`config.mk`:
```
export PLATFORM = sky130hd
export DESIGN_NAME = offload_src_gen
export DESIGN_NICKNAME = d
export VERILOG_FILES = /design/src/rtl/offload_src_gen.sv
export SDC_FILE = /design/constraint.sdc
export NUM_CORES = 1
export LEC_CHECK = 0
export CORE_UTILIZATION = 48
export CTS_CLUSTER_SIZE = 30
export DETAILED_ROUTE_END_ITERATION = 12
export GPL_ROUTABILITY_DRIVEN = 0
export PLACE_DENSITY = 0.87
export SLEW_MARGIN = 5
export SYNTH_ARGS = -nofsm -noshare
export SYNTH_HDL_FRONTEND = slang
export SYNTH_SLANG_ARGS = --single-unit
```
`constraint.sdc`:
```
create_clock -name clk -period 5 [get_ports clk]
set_input_delay 1 -clock clk [delete_from_list [all_inputs] [get_ports clk]]
set_output_delay 1 -clock clk [all_outputs]
set_load 0.005 [all_outputs]
```
`src/rtl/offload_src_gen.sv`:
```
// Offload source generator: emits a counting 16-bit-lane stream of a
// programmed beat count, optionally gated on an external sync strobe.
module offload_src_gen #(
  parameter int DATA_WIDTH   = 64,
  parameter int LENGTH_WIDTH = 16
) (
  input  logic                    clk,
  input  logic                    rst,
  input  logic                    start,
  input  logic [LENGTH_WIDTH-1:0] length,
  input  logic                    sync_en,
  input  logic                    sync_ext,
  output logic                    init_req,
  output logic                    m_axis_valid,
  input  logic                    m_axis_ready,
  output logic [DATA_WIDTH-1:0]   m_axis_data,
  output logic                    m_axis_last,
  output logic                    busy,
  output logic                    done
);

  localparam int LANES = DATA_WIDTH / 16;
  localparam int PW    = LENGTH_WIDTH + 16;

  typedef enum logic [1:0] {
    IDLE      = 2'd0,
    WAIT_SYNC = 2'd1,
    STREAM    = 2'd2,
    DONE      = 2'd3
  } state_t;

  state_t                  r_state;
  state_t                  w_next;
  logic [LENGTH_WIDTH-1:0] r_cnt;
  logic [LENGTH_WIDTH-1:0] r_len;
  logic                    r_sync;

  logic                    w_accept;
  logic                    w_beat;
  logic                    w_last;
  logic [PW-1:0]           w_prod;
  logic [15:0]             w_base;
  logic [DATA_WIDTH-1:0]   w_data;

  assign w_accept = (r_state == IDLE) && start;
  assign w_last   = (r_cnt == r_len);
  assign w_beat   = (r_state == STREAM) && m_axis_ready;

  always_comb begin
    w_next = r_state;
    unique case (r_state)
      IDLE: begin
        if (start) w_next = sync_en ? WAIT_SYNC : STREAM;
      end
      WAIT_SYNC: begin
        if (sync_ext || !r_sync) w_next = STREAM;
      end
      STREAM: begin
        if (m_axis_ready && w_last) w_next = DONE;
      end
      DONE: begin
        w_next = IDLE;
      end
      default: w_next = IDLE;
    endcase
  end

  always_ff @(posedge clk) begin
    if (rst) begin
      r_state <= IDLE;
      r_cnt   <= '0;
      r_len   <= '0;
      r_sync  <= 1'b0;
    end else begin
      r_state <= w_next;
      if (w_accept) begin
        r_cnt  <= '0;
        r_len  <= length;
        r_sync <= sync_en;
      end else if (w_beat && !w_last) begin
        r_cnt <= r_cnt + 1'b1;
      end
    end
  end

  // Lane values are taken modulo 65536, so only the low 16 product bits matter.
  assign w_prod = PW'(r_cnt) * PW'(LANES);
  assign w_base = w_prod[15:0];

  always_comb begin
    w_data = '0;
    for (int i = 0; i < LANES; i++) begin
      w_data[16*i +: 16] = w_base + 16'(i);
    end
  end

  assign m_axis_valid = (r_state == STREAM);
  assign m_axis_data  = m_axis_valid ? w_data : '0;
  assign m_axis_last  = m_axis_valid && w_last;
  assign init_req     = (r_state == WAIT_SYNC) || (r_state == STREAM);
  assign busy         = (r_state != IDLE);
  assign done         = (r_state == DONE);

endmodule

```
==> results.toml, run 1 <==
[worst_setup_path]
cp_max_fo = 26
critical-path-top-delay-family = "adder cells"
cp.required_ps = 4000
slowest_stage = "ha_1"
critPathArrivalTime_ps = 2360
path_buf_inv = 2
startpoint_type = "flip-flop"
max_stage_delay_ps = 740
crit_type = "reg2out"
end_kind = "primary output"
worstPathCellList = "inv_1, ha_1, and2_1, clkdlybuf4s50_1"

[clock_network]
clock_path_buffers = 2
clkSinkCount = 35
htree_levels = 2
cts_tree = "done"
cts_made_buffers = 5
clkTransAtPathRegs_ps = 70
cts_hold_buf = 0
cts_resized = 0
cts_setup_buffers = 0
clock-root-buffer = "clkbuf_8"
clk_latency_ps = 290

[logic_synthesis]
synth_most_common_cell = "buf_4"
yosys_warnings = 0
synth_top_area_share_pct = 29.8
synth_cell_types = 36
avgSynthCellArea_um2 = 8.11
synth_common_cells = "buf_4 (50), nand2_1 (44), dfxtp_1 (35)"
ys_ff_latch = 35
async_flop_share_pct = 0
ys_seq_area_share_pct = 29.8
netlist.top_cell.by_area = "dfxtp_1"
synth_area_leaders = "dfxtp_1 (30%), buf_4 (16%), nand2_1 (7.0%)"
synth_edf_count = 0
syn_inst = 290
yosys_most_used_dff = "dfxtp_1"
syn_area_um2 = 2350

[timing]
timing.final.crit_share_pct = 67.2
rsz0062_at_grt = "false"
setup_tns_ps = 0
finClkSkew_ps = 6.99
drv_slew = 0
hold_viol = 0
min_period_ps = 3360
setup_viol = 0
worst_pin_slew_ps = 852
slew_headroom_pct = 43.2
whs_ps = 474
max_freq_mhz = 298

[routing]
drc = 0
first_pass_iters = 4
viasPerCell = 5.26
vias = 2055
drt_iter0_drc = 140
totalWireLength_um = 5030
ant_nets = 0
wl_per_cell_um = 12.9

[job]
cap_viol_max_count = 0

[global_route]
grt-busiest-layer = "met2"
grt_max_degree = 29
use_met1_pct = 23.6
use_met3_pct = 4.58
grt_pass1_wl_um = 7750
grt_pass1_vias = 1698
use_met2_pct = 32.3
grt_util_all_layers_pct = 19.1
grt_overflow_total = 0
antenna_found_initial = 0

[final_layout]
fin_cells = 391
insertedDiodeCount = 0
drive_gt1_share_pct = 6.79
layout.nets = 351
area.growth.synth_to_final_pct = 25.3
fill_cells = 417

[status]
status = "finished clean"

[power]
internal_power_uw = 600
ir_drop_mv = 0.288
p_leak_uw = 0.00101
netSwitchingPower_uw = 348
power_density_nw_per_um2 = 322
power.total_uw = 948
pwr-share-seq_pct = 35.9
swShare_pct = 36.8
p_clk_share_pct = 23.8
comb_power_share_pct = 40.2

[worst_hold_path]
min_path_type = "reg2reg"

[placed_design]
dp_hpwl_um = 3770
dp_cells = 383
io_buffers = 86

[floorplan]
die_h_um = 72.0
io-pin-count = 91
die_w_um = 72.0
core_area_um2 = 4720
rows = 25
initial_core_util_pct = 49.8
die_area_um2 = 5180
metrics by stage:
step / utilization [%] / setup WS [ps] / instance area [um^2]
floorplan: - / 2490 / 2360
global placement: 60.3 / 1990 / 2850
detailed placement: 60.3 / 1930 / 2850
CTS: 62.4 / 1610 / 2950
global route: 62.4 / 1410 / 2950
finish: 62.4 / 1640 / 2950
worst paths after layout:
path	cells past startpoint	from	endpoint	slack, ps
setup / recovery	4	r_state[0]	m_axis_data[14]	1640
hold / removal	2	r_len[4]	r_len[4]	470
setup reg to reg	5	r_state[0]	r_cnt[11]	2270
hold reg to reg	2	r_len[4]	r_len[4]	470
final cells by class:
cell class / count / area (um^2) / area share [%]
Clock buffer: 8 / 100 / 3.40
Multi-Input combinational cell: 188 / 1170 / 39.7
Inverter: 6 / 22.5 / 0.764
Tap cell: 67 / 83.8 / 2.85
Sequential cell: 35 / 701 / 23.8
Timing Repair Buffer: 87 / 868 / 29.5
flip-flops by register name (all words and copies together) (netlist names):
| signal | count |
|---|---|
| r_state | 2 |
| r_sync | 1 |
| r_len | 16 |
| r_cnt | 16 |
power groups by stage:
stage	sequential [uW]	clock, uW	combinational [uW]
floorplan	337	0	284
detailed placement	346	0	381
finish	341	226	381
CTS	340	230	385
global route	344	244	416
global placement	344	0	373
layout by cell type, fill, tap and decap left out, drive strengths merged:
| master | count |
|---|---|
| a21oi | 30 |
| and2 | 16 |
| and3 | 5 |
| buf | 1 |
| clkbuf | 8 |
| clkdlybuf4s50 | 86 |
| conb | 4 |
| dfxtp | 35 |
| ha | 6 |
| inv | 6 |
| mux2 | 2 |
| mux2i | 3 |
| nand2 | 44 |
| nand2b | 2 |
| nand3 | 10 |
| nand3b | 1 |
| nand4 | 7 |
| nor2 | 9 |
| nor4 | 2 |
| o21ai | 3 |
| o2bb2ai | 1 |
| o311ai | 2 |
| o31ai | 10 |
| o41a | 1 |
| o41ai | 1 |
| or3 | 3 |
| or4 | 10 |
| xnor2 | 16 |
logic make-up (layout without fill, tap and decap cells):
kind of cell,Yosys count,in the layout,share of synthesized area [%]
adder cells (fa/ha/maj),6,6,3.19
flip-flops,35,35,29.8
AND/OR/NAND/NOR,109,109,24.0
other,1,4,0.160
buffers and inverters,70,101,20.9
AO/OA/AOI/OAI,48,48,13.5
XOR/XNOR,16,16,6.28
multiplexers,5,5,2.24
worst min-delay path, stage by stage, from the launching register on:
cell	delay, ps
dfxtp_1	320
nand2_1	60
a21oi_1	50
metal layers:
metal  share of wire [%]  up-vias
li1                    -     1005
met4                 1.1        0
met5                   0        -
met2                  51       88
met3                 5.9        8
met1                  42      954
(Power assumes the default switching activity.)
==> run 2: changes to the inputs <==
- CORE_UTILIZATION: 48 -> 44
- PLACE_DENSITY: 0.87 -> 0.8
- clock period: 5 -> 3.4 ns (I/O delays scaled with it)
==> run 2 against run 1 <==
  * Sequential share of layout area is essentially flat
  * Combinational power grew 46%
  * Power grew 46%
  * Routed wire length shrank 1.9%
  * Worst setup slack lost 1200 ps
  * Count of clock-buffer cells in the layout is the same
  * First-iteration DRC count shrank 28%
==> results.toml, run 2 (same netlist as run 1, synthesis figures left out) <==
[floorplan]
rows = 26
die_area_um2 = 5640
die_h_um = 75.1
die_w_um = 75.1
io-pin-count = 91
core_area_um2 = 5140
initial_core_util_pct = 45.7

[power]
ir_drop_mv = 0.382
p_leak_uw = 0.00101
power_density_nw_per_um2 = 469

[worst_setup_path]
rrSetupSlack_ps = 720
startpoint = "r_state[0]"
slowest_stage = "ha_1"
crit_type = "reg2out"
critPathArrivalTime_ps = 2320
max_stage_delay_ps = 710
end_kind = "primary output"
worstPathCellList = "inv_1, ha_1, and2_1, clkdlybuf4s50_1"
startpoint_type = "flip-flop"
cp.required_ps = 2720
reg2reg_from = "r_state[0]"
cp_max_fo = 26

[clock_network]
clk_latency_ps = 290
cts_resized = 0
htree_levels = 2
cts_setup_buffers = 0
cts_hold_buf = 0
clock-root-buffer = "clkbuf_8"
clkSinkCount = 35
clock_path_buffers = 2
cts_tree = "done"
cts_made_buffers = 5
clkTransAtPathRegs_ps = 60

[final_layout]
area.growth.synth_to_final_pct = 25.5
postLayoutCellArea_um2 = 2950
insertedDiodeCount = 0
mostFrequentLayoutCells = "clkdlybuf4s50_1 (86), nand2_1 (44), dfxtp_1 (35)"
layout.nets = 351
drive_gt1_share_pct = 6.79
largestRegisters = "r_cnt x16, r_len x16, r_state x2"
layout_commonest_cell = "clkdlybuf4s50_1"

[global_route]
grt_util_all_layers_pct = 18.5
grt_overflow_total = 0
grt_pass1_vias = 1684
grt_max_degree = 29
grt_pass1_wl_um = 7850
antenna_found_initial = 0

[routing]
viasPerCell = 5.03
wl_met3_um = 263
first_pass_iters = 4
ant_nets = 0
drc = 0
drt_iter0_drc = 101
totalWireLength_um = 4930
met1_length_um = 2140
wl_met2_um = 2470
vias = 1982
routed.top_layer = "met4"
wl_per_cell_um = 12.5

[timing]
setup_viol = 0
slew_headroom_pct = 16.9
timing.final.crit_share_pct = 88.1
setup_tns_ps = 0
drv_slew = 0
worst_pin_slew_ps = 1240
min_period_ps = 3000
finClkSkew_ps = 6.04
hold_viol = 0
max_freq_mhz = 334
rsz0062_at_grt = "false"

[job]
cap_viol_max_count = 0

[status]
status = "finished clean"

[placed_design]
dp_hpwl_um = 3670
placed_area_um2 = 2850
io_buffers = 86

[worst_hold_path]
hold_start = "r_sync"
min_path_type = "reg2reg"
==> run 2: cell counts in the layout (fill, tap and decap cells not counted) <==
No cell type changed its count.
==> run 2: power breakdown <==
group	internal, uW	total, uW	switching [uW]
logic	235	556	321
clock network	185	333	148
registers	459	496	37.3
==> run 2: metrics by stage <==
stage                     hold WS [ps]  setup slack [ps]  utilization, %  std cells  power, uW
after floorplan                    436              1210               -        293        914
after global placement             442               747            55.5        386       1050
after detailed placement           457               697            55.5        386       1060
after CTS                          466               373            57.4        394       1400
after global routing               479               232            57.4        394       1480
final                              464               403            57.4        394       1390
==> run 2: layout make-up <==
| cell class | instances | area (um^2) |
|---|---|---|
| Timing Repair Buffer | 87 | 868 |
| Multi-Input combinational cell | 188 | 1170 |
| Sequential cell | 35 | 701 |
| Tap cell | 70 | 87.6 |
| Clock buffer | 8 | 100 |
| Inverter | 6 | 22.5 |
| Fill cell | 498 | 2190 |
==> run 2: final timing paths <==
path	to	depth (start not counted)
min	r_sync	2
max reg2reg	r_cnt[9]	5
max	m_axis_data[30]	4
min reg2reg	r_sync	2
==> run 2: metal layers <==
layer  global-route usage, %  vias to the layer above
met5                       0                        -
met3                    4.02                        6
met4                    7.34                        0
met1                    22.9                      908
li1                        -                     1002
met2                    31.1                       66
==> run 2: worst max-delay path: cells and delay by family, from the launching register on <==
kind | cells | cell delay [ps]
flip-flops | 1 | 330
AND/OR/NAND/NOR | 1 | 320
buffers and inverters | 2 | 670
adder cells (fa/ha/maj) | 1 | 710
==> RTL change 1, RTL diff (flow settings as in run 2) <==
Make the reset (`rst`) asynchronous in one clocked block.
--- a/src/rtl/offload_src_gen.sv
+++ b/src/rtl/offload_src_gen.sv
@@ -67,3 +67,3 @@
 
-  always_ff @(posedge clk) begin
+  always_ff @(posedge clk or posedge rst) begin
     if (rst) begin
Behaviour: differs if rst is asserted again (counterexample within 4 cycles, from zero or initial values and one cycle with rst high); with rst held inactive, the same outputs for 10 cycles.
==> RTL change 1 against run 2 <==
- final area grew 4.2%
- sequential cell count is the same
- register-to-register slack improved by 0.08 ns
- cell count up 0.51%
- total power rose by 22%
- setup slack got worse by 0.071 ns
- critical path type unchanged
- area after synthesis is 4.1% higher
- wire length grew 2.2%
==> RTL change 1: results (changes against run 2) <==
Seq/Total Area, Yosys 35.79% (+6.0 points); fraction of layout cells with a size suffix above 1 5.521% (-1.3 points); post-synth cell types 39 (+8.3%); Worst Tran Pin Value 0.8046 ns (-0.4381 ns); worst hold-check path type flop to flop; largest net degree at the start of global routing 36 (+24%); first-pass GRT wire length 8.700 mm (+11%); initial antenna violation count 0 (unchanged); Buffers on Ports 86 (unchanged); Max stage delay on crit path around 0.70 ns; H-tree depth 2 (unchanged); Clock Path Buffers 2 (unchanged); routed len/inst 12.72 um (+1.7%); nets@finish 353 (+0.57%); post_cts resized 0 (unchanged); status finished clean; final clock skew 0.007243 ns (+0.001205 ns); Detailed Place HPWL 3.696 mm (+0.63%); synth top area cells dfrtp_1, buf_4, nand2_1; delay-heaviest family, CP adder cells; vias in the first global route 1,911 (+13%); root buf cell clkbuf_8; Worst EP arrival 2.39 ns (+0.07 ns); most instantiated cells after synthesis nand2_1, buf_4, dfrtp_1, and2_1, xnor2_1; drt first pass iters 4 (unchanged); DR vias 2,007 (+1.3%); worst skew pair latency 0.29 ns (about the same); Critical Path Fanout Max 29 (+12%); clk slew on worst S/H paths 0.06 ns (about the same); VDD IR-drop max 0.3854 mV (+0.96%); Post-DP Area 0.002993 mm2 (+5.0%); Worst path slowest cell ha_1; Fillers 488 (-2.0%); Synth async-reset ratio 100.0% (+100 points); Synth Flop Type dfrtp_1; leak pwr 1.259 nW (+24%); GRT Total Usage 18.39% (-0.070 points); Starting DRT DRC Count 153 (+51%); Synth warnings 0 (unchanged)
[RTL change 1: routing by layer]
layer	global-route usage [%]	routed length (um)	part of all wire, %
met5	0	0	0
met4	5.000	52	1.0
met3	4.431	308	6.1
met2	31.89	2426	48
met1	22.65	2248	45
[RTL change 1: final timing paths]
path	startpoint	to	slack [ns]	cells past startpoint
setup / recovery	r_state[0]$_DFFE_PP0P_	m_axis_data[53]	0.33	4
hold / removal	r_sync$_DFFE_PP0P_	r_sync$_DFFE_PP0P_	0.48	2
setup reg to reg	r_state[0]$_DFFE_PP0P_	r_cnt[13]$_DFFE_PP0P_	0.80	7
hold reg to reg	r_sync$_DFFE_PP0P_	r_sync$_DFFE_PP0P_	0.48	2
max in group asynchronous	rst	r_cnt[12]$_DFFE_PP0P_	2.30	3
min in group asynchronous	rst	r_state[1]$_DFFE_PP0P_	0.78	3
[RTL change 1: logic make-up after synthesis]
| group | Yosys count | synth area share (%) |
|---|---|---|
| other | 1 | 0.1532 |
| multiplexers | 3 | 1.482 |
| adder cells (fa/ha/maj) | 6 | 3.067 |
| AND/OR/NAND/NOR | 122 | 26.18 |
| XOR/XNOR | 16 | 5.726 |
| buffers and inverters | 68 | 18.92 |
| flip-flops | 35 | 35.79 |
| AO/OA/AOI/OAI | 36 | 8.691 |
[RTL change 1: layout make-up]
| type | count | area, um2 | area share [%] |
|---|---|---|---|
| inverters | 7 | 26.28 | 0.8547 |
| multi-input cells | 187 | 1120 | 36.43 |
| clock inverters | 1 | 5.005 | 0.1628 |
| flip-flops and latches | 35 | 875.8 | 28.49 |
| well taps | 70 | 87.58 | 2.849 |
| repair buffers | 89 | 883.3 | 28.73 |
| clock buffers | 7 | 76.32 | 2.483 |
[RTL change 1: per-stage QoR]
stage	power (mW)	utilization (%)	setup slack [ns]	cells	hold slack, ns
5_1_grt	1.819	58.70	0.09303	396	0.5286
4_1_cts	1.701	58.70	0.2739	396	0.4810
3_3_place_gp	1.375	57.14	0.6845	388	0.4627
3_5_place_dp	1.406	57.14	0.5858	388	0.4646
6_report	1.684	58.70	0.3318	396	0.4766
2_1_floorplan	1.168	-	1.105	290	0.4458
[RTL change 1: power breakdown]
part | switching [mW] | internal, mW
Combinational | 0.371 | 0.385
Clock | 0.147 | 0.144
Sequential | 0.102 | 0.536
[RTL change 1: worst min-delay path, stage by stage, from the launching register on]
cell and delay (ns):
dfrtp_1 0.34, nand2_1 0.05, nand2_1 0.06
==> RTL change 2, RTL diff (flow settings as in run 2) <==
Without the edit above. The parameter `LENGTH_WIDTH` goes from 16 to 32.
--- a/src/rtl/offload_src_gen.sv
+++ b/src/rtl/offload_src_gen.sv
@@ -4,3 +4,3 @@
   parameter int DATA_WIDTH   = 64,
-  parameter int LENGTH_WIDTH = 16
+  parameter int LENGTH_WIDTH = 32
 ) (
Interface: changed (resized length); port bits go from 91 to 107. The function was not compared with the original's and may differ.
==> RTL change 2 against run 2 <==
- count of clock-buffer cells in the layout grew 4
- final area grew 62%
- setup slack lost 0.16 ns
- wire length grew 90%
- total power grew 72%
- utilization shrank 0.50 points
- clock skew grew 0.0060 ns
- area after synthesis grew 65%
- non-clock buffer count grew 21
- sequential cell count grew 32
- largest cell class unchanged
==> RTL change 2: results (changes against run 2) <==
Pwr Density 498.2 mW/mm2 (+6.1%); GR met3 Demand/Resource 3.712% (-0.30 points); Worst Tran Pin Value 0.7415 ns (-0.5012 ns); Starting DRT DRC Count 227 (+120%); final clock skew 0.01201 ns (+0.005976 ns); Detailed Place HPWL 7.054 mm (+92%); Seq/Total Area, Yosys 34.56% (+4.8 points); highest metal used met4; placed cells 617 (+60%); Global Route met1 Usage 28.03% (+5.1 points); VDD IR-drop max 0.5532 mV (+45%); biggest regs r_cnt: 32 flops, r_len: 32 flops, r_state: 2 flops; met2 Resource Use GR 34.11% (+3.0 points); delay-heaviest family, CP simple AND/OR/NAND/NOR gates; nets@finish 567 (+62%); Max stage delay on crit path 0.57 ns (-0.14 ns); hold depth 2 (unchanged); fraction of layout cells with a size suffix above 1 6.439% (-0.35 points); Comb power 833 uW (+50%); Mean Syn Cell Area 8.137 um2 (+0.37%); Synth warnings 0 (unchanged); status finished clean; largest net degree at the start of global routing 34 (+17%); Worst EP arrival 2.47 ns (+0.15 ns); first-pass GRT wire length 14.88 mm (+90%); Int Pwr 1.497 mW (+70%); routed len/inst 14.76 um (+18%); Buffers on Ports 102 (+19%); Critical Path Fanout Max 8 (-69%); grt ovf 0 (unchanged); most instantiated cells after synthesis nand2_1, dfxtp_1, a21oi_1, buf_4, xor2_1; WL met3 550 um (+110%); r2r setup slk 0.62 ns (-0.10 ns); Crit. Startpoint r_cnt[14]$_SDFFE_PP0P_; worst skew pair latency 0.35 ns (+0.06 ns); r2r endpoint r_cnt[25]$_SDFFE_PP0P_; H-tree depth 3 (+1); reg2reg path depth 8 (+3); Peak Freq 317.1 MHz (-5.0%); DR vias 3,378 (+70%); vias in the first global route 3,090 (+83%); wl on met1 4.211 mm (+97%); synth top area cells dfxtp_1, buf_4, nand2_1; leak pwr 1.850 nW (+83%); wirelength, routed 9.341 mm (+90%); Post-DP Area 0.004598 mm2 (+61%); CP endpoint m_axis_last
-- RTL change 2: cell types whose count changed after synthesis, moves of 20 or more --
cell | run 2 | this run
a21oi_1 | 28 | 53
dfxtp_1 | 35 | 67
nand2_1 | 44 | 81
nor2_1 | 9 | 29
xor2_1 | 0 | 33
-- RTL change 2: final cells by class --
| cell class | instances | area (um2) |
|---|---|---|
| Clock inverter | 4 | 26.28 |
| Fill cell | 733 | 3612 |
| Timing Repair Buffer | 108 | 1066 |
| Sequential cell | 67 | 1341 |
| Tap cell | 105 | 131.4 |
| Clock buffer | 12 | 145.1 |
| Multi-Input combinational cell | 332 | 2041 |
| Inverter | 5 | 18.77 |
-- RTL change 2: worst register-to-register path: cells and delay by family, from the launching register on --
kind / cells / cell delay, ns
AND/OR/NAND/NOR: 4 / 0.99
adder cells (fa/ha/maj): 1 / 0.66
AO/OA/AOI/OAI: 1 / 0.37
flip-flops: 1 / 0.34
XOR/XNOR: 1 / 0.17
buffers and inverters: 1 / 0.13
-- RTL change 2: through the flow --
| stage | hold WS, ns | utilization, % |
|---|---|---|
| 2_1_floorplan | 0.4366 | - |
| 3_3_place_gp | 0.4455 | 54.86 |
| 3_5_place_dp | 0.4539 | 54.86 |
| 4_1_cts | 0.4631 | 56.90 |
| 5_1_grt | 0.4817 | 56.90 |
| 6_report | 0.4607 | 56.90 |
-- RTL change 2: logic make-up after synthesis --
kind of cell	Yosys count	share of synthesized area, %
and+or+nand+nor	187	24.05
buffers and inverters	81	13.15
AOI/OAI and AO/OA	77	12.93
DFF	67	34.56
xor gates and xnor gates	54	12.19
adders and majority gates	6	1.934
muxes	4	1.096
other	1	0.09662
